[config.mk]
export PLATFORM = sky130hd
export DESIGN_NAME = mathbox_sequencer
export DESIGN_NICKNAME = d
export VERILOG_FILES = /design/src/rtl/mathbox_sequencer.sv
export SDC_FILE = /design/constraint.sdc
export NUM_CORES = 1
export LEC_CHECK = 0
export CORE_ASPECT_RATIO = 1.2
export CORE_MARGIN = 2
export CORE_UTILIZATION = 40
export CTS_CLUSTER_SIZE = 12
export DETAILED_ROUTE_END_ITERATION = 16
export PLACE_DENSITY = 0.69
export SLEW_MARGIN = 5
export SYNTH_ARGS = -nofsm -noshare
export SYNTH_HDL_FRONTEND = slang
export SYNTH_SLANG_ARGS = --single-unit
[constraint.sdc]
create_clock -name clk_12 -period 2.5 [get_ports clk_12]
set_clock_uncertainty 0.05 [all_clocks]
set_input_delay 0.75 -clock clk_12 [delete_from_list [all_inputs] [get_ports clk_12]]
set_output_delay 0.75 -clock clk_12 [all_outputs]
set_load 0.05 [all_outputs]
[src/rtl/mathbox_sequencer.sv]
// Math box microcode sequencer: fetches 24-bit PROM microwords and issues one-cycle
// load/accumulate strobes to the matrix processor. It stalls on the MACFLAG handshake.
module mathbox_sequencer #(
  parameter int PC_W      = 10,
  parameter int MAX_STEPS = 1024,
  parameter int MAC_GUARD = 2
) (
  input  logic            clk_12,
  input  logic            reset,
  input  logic            start_wr,
  input  logic [7:0]      start_data,
  output logic [PC_W-1:0] rom_addr,
  input  logic [23:0]     rom_data,
  input  logic            macflag,
  output logic [9:0]      mdb_addr,
  output logic            LDA,
  output logic            LDB,
  output logic            LDC,
  output logic            IP8,
  output logic            CLEARACC,
  output logic            LAC,
  output logic            MATH_RUN,
  output logic            wd_err
);

  typedef enum logic [1:0] {IDLE = 2'd0, FETCH = 2'd1, EXEC = 2'd2} state_t;

  localparam int STEP_W  = $clog2(MAX_STEPS + 1);
  localparam int GUARD_W = (MAC_GUARD > 0) ? $clog2(MAC_GUARD + 1) : 1;

  state_t             state, state_next;
  logic [PC_W-1:0]    pc, pc_next;
  logic [STEP_W-1:0]  step, step_inc;
  logic [GUARD_W-1:0] guard;

  logic       w_halt, w_clracc, w_lda, w_ldb, w_ldc, w_ldacc, w_stacc, w_jump;
  logic [9:0] w_operand;
  logic       unused_rsvd;

  assign w_halt      = rom_data[23];
  assign w_clracc    = rom_data[22];
  assign w_lda       = rom_data[21];
  assign w_ldb       = rom_data[20];
  assign w_ldc       = rom_data[19];
  assign w_ldacc     = rom_data[18];
  assign w_stacc     = rom_data[17];
  assign w_jump      = rom_data[16];
  assign w_operand   = rom_data[9:0];
  assign unused_rsvd = ^rom_data[15:10];

  logic issue, wd_trip, finish;

  // A word issues only when no restart is pending and the processor is free to be loaded.
  assign step_inc = step + STEP_W'(1);
  assign issue    = (state == EXEC) && !start_wr && (guard == '0) && macflag;
  assign wd_trip  = issue && !w_halt && (step_inc == STEP_W'(MAX_STEPS));
  assign finish   = issue && (w_halt || wd_trip);

  always_ff @(posedge clk_12 or posedge reset) begin
    if (reset) state <= IDLE;
    else       state <= state_next;
  end

  always_comb begin
    state_next = state;
    if (start_wr) begin
      state_next = FETCH;
    end else begin
      case (state)
        IDLE:    state_next = IDLE;
        FETCH:   state_next = EXEC;
        EXEC:    if (issue) state_next = finish ? IDLE : FETCH;
        default: state_next = IDLE;
      endcase
    end
  end

  logic       lda_d, ldb_d, ldc_d, ip8_d, clr_d, lac_d;
  logic [9:0] mdb_d;

  // A store to RAM takes the bus, so any load requested in the same word is dropped.
  always_comb begin
    clr_d = issue & w_clracc;
    lac_d = issue & w_stacc;
    lda_d = issue & w_lda   & ~w_stacc;
    ldb_d = issue & w_ldb   & ~w_stacc;
    ldc_d = issue & w_ldc   & ~w_stacc;
    ip8_d = issue & w_ldacc & ~w_stacc;
    mdb_d = issue ? w_operand : mdb_addr;
  end

  always_comb begin
    pc_next = pc;
    if (start_wr)   pc_next = PC_W'({start_data, 2'b00});
    else if (issue) pc_next = w_jump ? PC_W'(w_operand) : pc + PC_W'(1);
  end

  // The guard keeps counting across a restart so a MAC already started is still honoured.
  always_ff @(posedge clk_12 or posedge reset) begin
    if (reset) begin
      pc       <= '0;
      step     <= '0;
      guard    <= '0;
      mdb_addr <= '0;
      LDA      <= 1'b0;
      LDB      <= 1'b0;
      LDC      <= 1'b0;
      IP8      <= 1'b0;
      CLEARACC <= 1'b0;
      LAC      <= 1'b0;
      MATH_RUN <= 1'b0;
      wd_err   <= 1'b0;
    end else begin
      pc       <= pc_next;
      mdb_addr <= mdb_d;
      LDA      <= lda_d;
      LDB      <= ldb_d;
      LDC      <= ldc_d;
      IP8      <= ip8_d;
      CLEARACC <= clr_d;
      LAC      <= lac_d;
      if (start_wr)   step <= '0;
      else if (issue) step <= step_inc;
      if (ldc_d)             guard <= GUARD_W'(MAC_GUARD);
      else if (guard != '0) guard <= guard - GUARD_W'(1);
      if (start_wr)    MATH_RUN <= 1'b1;
      else if (finish) MATH_RUN <= 1'b0;
      if (start_wr)     wd_err <= 1'b0;
      else if (wd_trip) wd_err <= 1'b1;
    end
  end

  assign rom_addr = pc;

endmodule
Word-level counts from Yosys, hierarchy flattened
Index checks and enable logic that the tools add are counted.
Storage, ports and cells
  register bits: 43
  input port bits: 36
  word-level logic and storage cells: 61
Cells by class
  add/sub/neg operators: 3
  eq/ne operators: 4
  muxes and demuxes: 15
  bitwise logic cells: 11
  reductions and logical operators: 15
Operators by type and width (count)
  10-bit two-way mux: 3
  11-bit two-way mux: 2
  11-bit by 1-bit adder with 11-bit output, second input constant: 1
  11-bit == test, second input constant: 1
  10-bit by 1-bit adder with 10-bit output, second input constant: 1
  1-bit bitwise AND: 10
  2-bit nonzero test: 5
  2-bit two-way mux: 4
  1-bit logical AND: 6
  1-bit two-way mux: 5
  2-bit case mux with 2 select lines: 1
  3-bit inequality test, second input constant: 1
  2-bit by 1-bit == test with 1-bit output, second input constant: 1
  2-bit == test, second input constant: 1
  1-bit zero test: 2
  2-bit zero test: 1
  2-bit by 1-bit subtractor with 2-bit output, second input constant: 1
  1-bit logical OR: 1
  1-bit NOT: 1

Logic depth before layout (Yosys ltp)
Gate-level depths: netlist of the first run.
  depth in word-level cells: 12
  mapped depth: 7
  depth with buffers taken out: 7

Worst setup path after synthesis of the first run
Ideal clock, no wire load.
  path kind: register to register
  start: reg step[0]
  end: reg state[0]
  setup time: 0.132 ns
  arrival: 1.934 ns
  setup slack: 0.383 ns
  stages on the path, launching flop included: 7
  path buffers: 0
  cell sequence: dfrtp_1 > ha_1 > nand4_1 > or4_1 > o211a_1 > nor4_2 > o31ai_1
Between the ends
  word-level cells in the longest chain between the ends: 9
RTL lines
  from (decl): line 33  | logic [STEP_W-1:0] step, step_inc;
  from (signal assigned): line 123  | else if (issue) step <= step_inc;
  11-bit by 1-bit adder with 11-bit output: line 54  | assign step_inc = step + STEP_W'(1);
  11-bit == test: line 56  | assign wd_trip = issue && !w_halt && (step_inc == STEP_W'(MAX_STEPS));
  1-bit logical AND: line 56
  1-bit logical OR: line 57  | assign finish = issue && (w_halt || wd_trip);
  1-bit logical AND: line 57
  1-bit two-way mux: line 72  | EXEC: if (issue) state_next = finish ? IDLE : FETCH;
  2-bit two-way mux: line 72
  2-bit case mux with 2 select lines: line 69  | case (state)
  2-bit two-way mux: line 66  | if (start_wr) begin
  to (signal assigned): line 61  | else state <= state_next;
  to (decl): line 31  | state_t state, state_next;
Every way passes these cells. The select of a mux whose other input is x is not followed.
A chain may end at the register's enable or synchronous reset.

Worst setup path in the final report of the first run
  start: reg pc[2] (netlist: rom_addr[2])
  end: out rom_addr[2]
RTL lines
  from (decl): line 32  | logic [PC_W-1:0] pc, pc_next;
  from (signal assigned): line 114  | pc <= pc_next;
  to (decl): line 12  | output logic [PC_W-1:0] rom_addr,
No word-level cell between the ends.

==> results of run 1 <==
==> registers in the layout, summed over array words and instances (netlist names) <==
register,count
LDB,1
mdb_addr,10
IP8,1
rom_addr,10
step,11
wd_err,1
guard,2
CLEARACC,1
state,2
MATH_RUN,1
LDC,1
LAC,1
LDA,1
==> layout make-up <==
type	count	area (um2)
Timing Repair Buffer	71	711
Multi-Input combinational cell	164	1080
Sequential cell	43	1080
Tap cell	62	77.6
Clock buffer	6	82.6
Inverter	7	26.3
Fill cell	475	2250
Clock inverter	2	35.0
==> layer usage <==
metal / GRT usage (%) / vias up
li1: - / 933
met1: 22.2 / 877
met2: 29.9 / 44
met3: 4.94 / 5
met4: 4.12 / 0
met5: 0 / -
==> through the flow <==
step / instances / worst slack [ps] / total power, mW
detailed placement: 347 / 19.7 / 1.64
finish: 355 / 80.8 / 2.19
global placement: 347 / -22.3 / 1.63
global route: 355 / 15.5 / 2.30
floorplan: 226 / 383 / 1.36
CTS: 355 / 77.3 / 2.22
==> logic make-up (layout without fill, tap and decap cells) <==
logic type / after synthesis / after routing / share of synthesized area, %
adders and majority gates: 4 / 4 / 2.24
muxes: 15 / 15 / 7.33
DFF: 43 / 43 / 48.2
AOI/OAI and AO/OA: 39 / 39 / 10.5
and+or+nand+nor: 87 / 87 / 20.8
buffers and inverters: 19 / 86 / 3.53
xor gates and xnor gates: 19 / 19 / 7.45
==> cells in the mapped netlist, types with 2 or more instances <==
cell and instances:
dfrtp_1 43, buf_2 3, nor2_1 22, xnor2_1 8, nand2_1 18, mux2_2 11, ha_1 4, nand4_1 9
xor2_1 11, a21oi_1 11, or4_1 3, inv_1 7, o21ai_1 5, and3_1 5, o21ai_0 9, a211oi_1 2
and4_1 3, a31oi_1 2, and2_1 4, clkbuf_1 7, nor3_1 8, o31ai_1 2, nand3_1 4, mux2i_1 4
==> power groups by stage <==
| stage | clock network (mW) | logic (mW) | registers [mW] |
|---|---|---|---|
| global placement | 0 | 0.759 | 0.869 |
| finish | 0.571 | 0.760 | 0.861 |
| floorplan | 0 | 0.200 | 1.16 |
| global route | 0.613 | 0.813 | 0.875 |
| CTS | 0.585 | 0.768 | 0.862 |
| detailed placement | 0 | 0.765 | 0.875 |
==> final timing paths <==
check                           slack (ps)  cells after the start                     from                    to
worst max-delay path                    80                      1  rom_addr[2]$_DFFE_PP0P_           rom_addr[2]
worst max register to register         280                      6      step[0]$_DFFE_PP0P_  state[0]$_DFFE_PP0P_
max in group asynchronous             1450                      3                    reset  step[10]$_DFFE_PP0P_
worst min register to register         460                      1       wd_err$_DFFE_PP0P_    wd_err$_DFFE_PP0P_
min in group asynchronous              730                      3                    reset         LDA$_DFF_PP0_
worst min-delay path                   460                      1       wd_err$_DFFE_PP0P_    wd_err$_DFFE_PP0P_
==> results.cfg, run 1 <==
[floorplan]
dieWidth_um = 72.2
ioPinCount = 64
core_um2 = 5330
rows = 29
dieArea_um2 = 6200
initial_core_util_pct = 41.9
die_height_um = 85.9

[synthesis]
netlist_area_um2 = 2230
synth_nets = 266
synth_edf_count = 0
ys_ff_latch = 43
synthCells = 226
yosys-top-cells-area = dfrtp_1, mux2_2, xor2_1
postSynth.asyncResetShare_pct = 100
ys.flop_type = dfrtp_1
synth_cell_type_count = 45
ys.warnings.count = 0
synth_top_area_share_pct = 48.2
ys_seq_area_share_pct = 48.2
avgSynthCellArea_um2 = 9.89
yosys.area.top_type = dfrtp_1

[critical_path]
cpMaxStageDelayCell = clkdlybuf4s50_1
cp-start-kind = flip-flop
cpPeakStageDelay_ps = 850
critPathRequiredTime_ps = 1700
worstPathArrival_ps = 1620
end_kind = output pin
crit_buf_inv = 1
path_class = reg -> out
path_cells = clkdlybuf4s50_1
critPathMaxFanout = 7
path_delay_family = buffers and inverters

[timing]
whs_ps = 463
slew_headroom_pct = 65.5
period_needed_ps = 2420
finalHoldViolCount = 0
tightest_slew_ps = 515
rsz0062_at_grt = no
slew_viol_final = 0
setup-violations-final = 0
min_period_over_period_pct = 96.8
final.setup.tns_ps = 0
timing.fmax_mhz = 413

[placement]
placement.io_buffers = 57
post_dp_cell_area_um2 = 2970
gp_congestion = 0.839
dp_hpwl_um = 3630

[power]
leakagePower_nw = 1.31
p_per_area_nw_per_um2 = 710
power_switching_mw = 0.763
power_frac_comb_pct = 34.7
pwr-share-seq_pct = 39.3
ir_worst_vdd_uv = 516
intPower_mw = 1.43
switching_share_pct = 34.8
power.share.clock_pct = 26.1

[global_routing]
grt_pass1_vias = 1861
grt_usage_pct = 17.7
grt_pass1_wl_um = 8640
grt_max_degree = 44
grt_overflow_total = 0
antenna_found_initial = 0

[final_layout]
utilization_pct = 57.9
most-common-layout-cells = clkdlybuf4s50_1, dfrtp_1, nor2_1, nand2_1, buf_4
nets = 332
syn_to_final_growth_pct = 38.2
fin_area_um2 = 3090
layout_commonest_cell = clkdlybuf4s50_1
antenna_cells = 0
drive_gt1_share_pct = 13.0

[clocking]
cts_buffer_depth = 2
cts_sinks = 43
ctsRootBufferMaster = clkbuf_8
htreeDepth = 2
post_cts_buffers = 0
clk_pin_slew_ps = 90
ctsResizeCount = 0
ctsHoldBuffers = 0
cts_buffers = 5
clk_latency_ps = 300
cts_tree = done

[routing]
drc = 0
drt-total-wl_um = 5120
dr_wl_met3_um = 265
vias = 1859
vias_per_cell = 5.24
wl_met2_um = 2510
drtIter0Drc = 82
met1Wirelength_um = 2300
ant_nets = 0
wl_per_cell_um = 14.4
highest_layer = met4
drt-pass1-iter-count = 4

[outcome]
status = completed

[run]
drv_cap = 0

[hold_path]
min_path_type = reg -> reg
Note: power is estimated with default switching activity, not from simulation.
==> run 2, diff against run 1 <==
--- a/config.mk
+++ b/config.mk
@@ -10,6 +10,7 @@
 export CORE_UTILIZATION = 40
 export CTS_CLUSTER_SIZE = 12
 export DETAILED_ROUTE_END_ITERATION = 16
+export GPL_ROUTABILITY_DRIVEN = 0
 export PLACE_DENSITY = 0.69
 export SLEW_MARGIN = 5
 export SYNTH_ARGS = -nofsm -noshare
==> results of run 2 <==
Same layout as run 1: the final DEF is identical, and so are final timing and power.
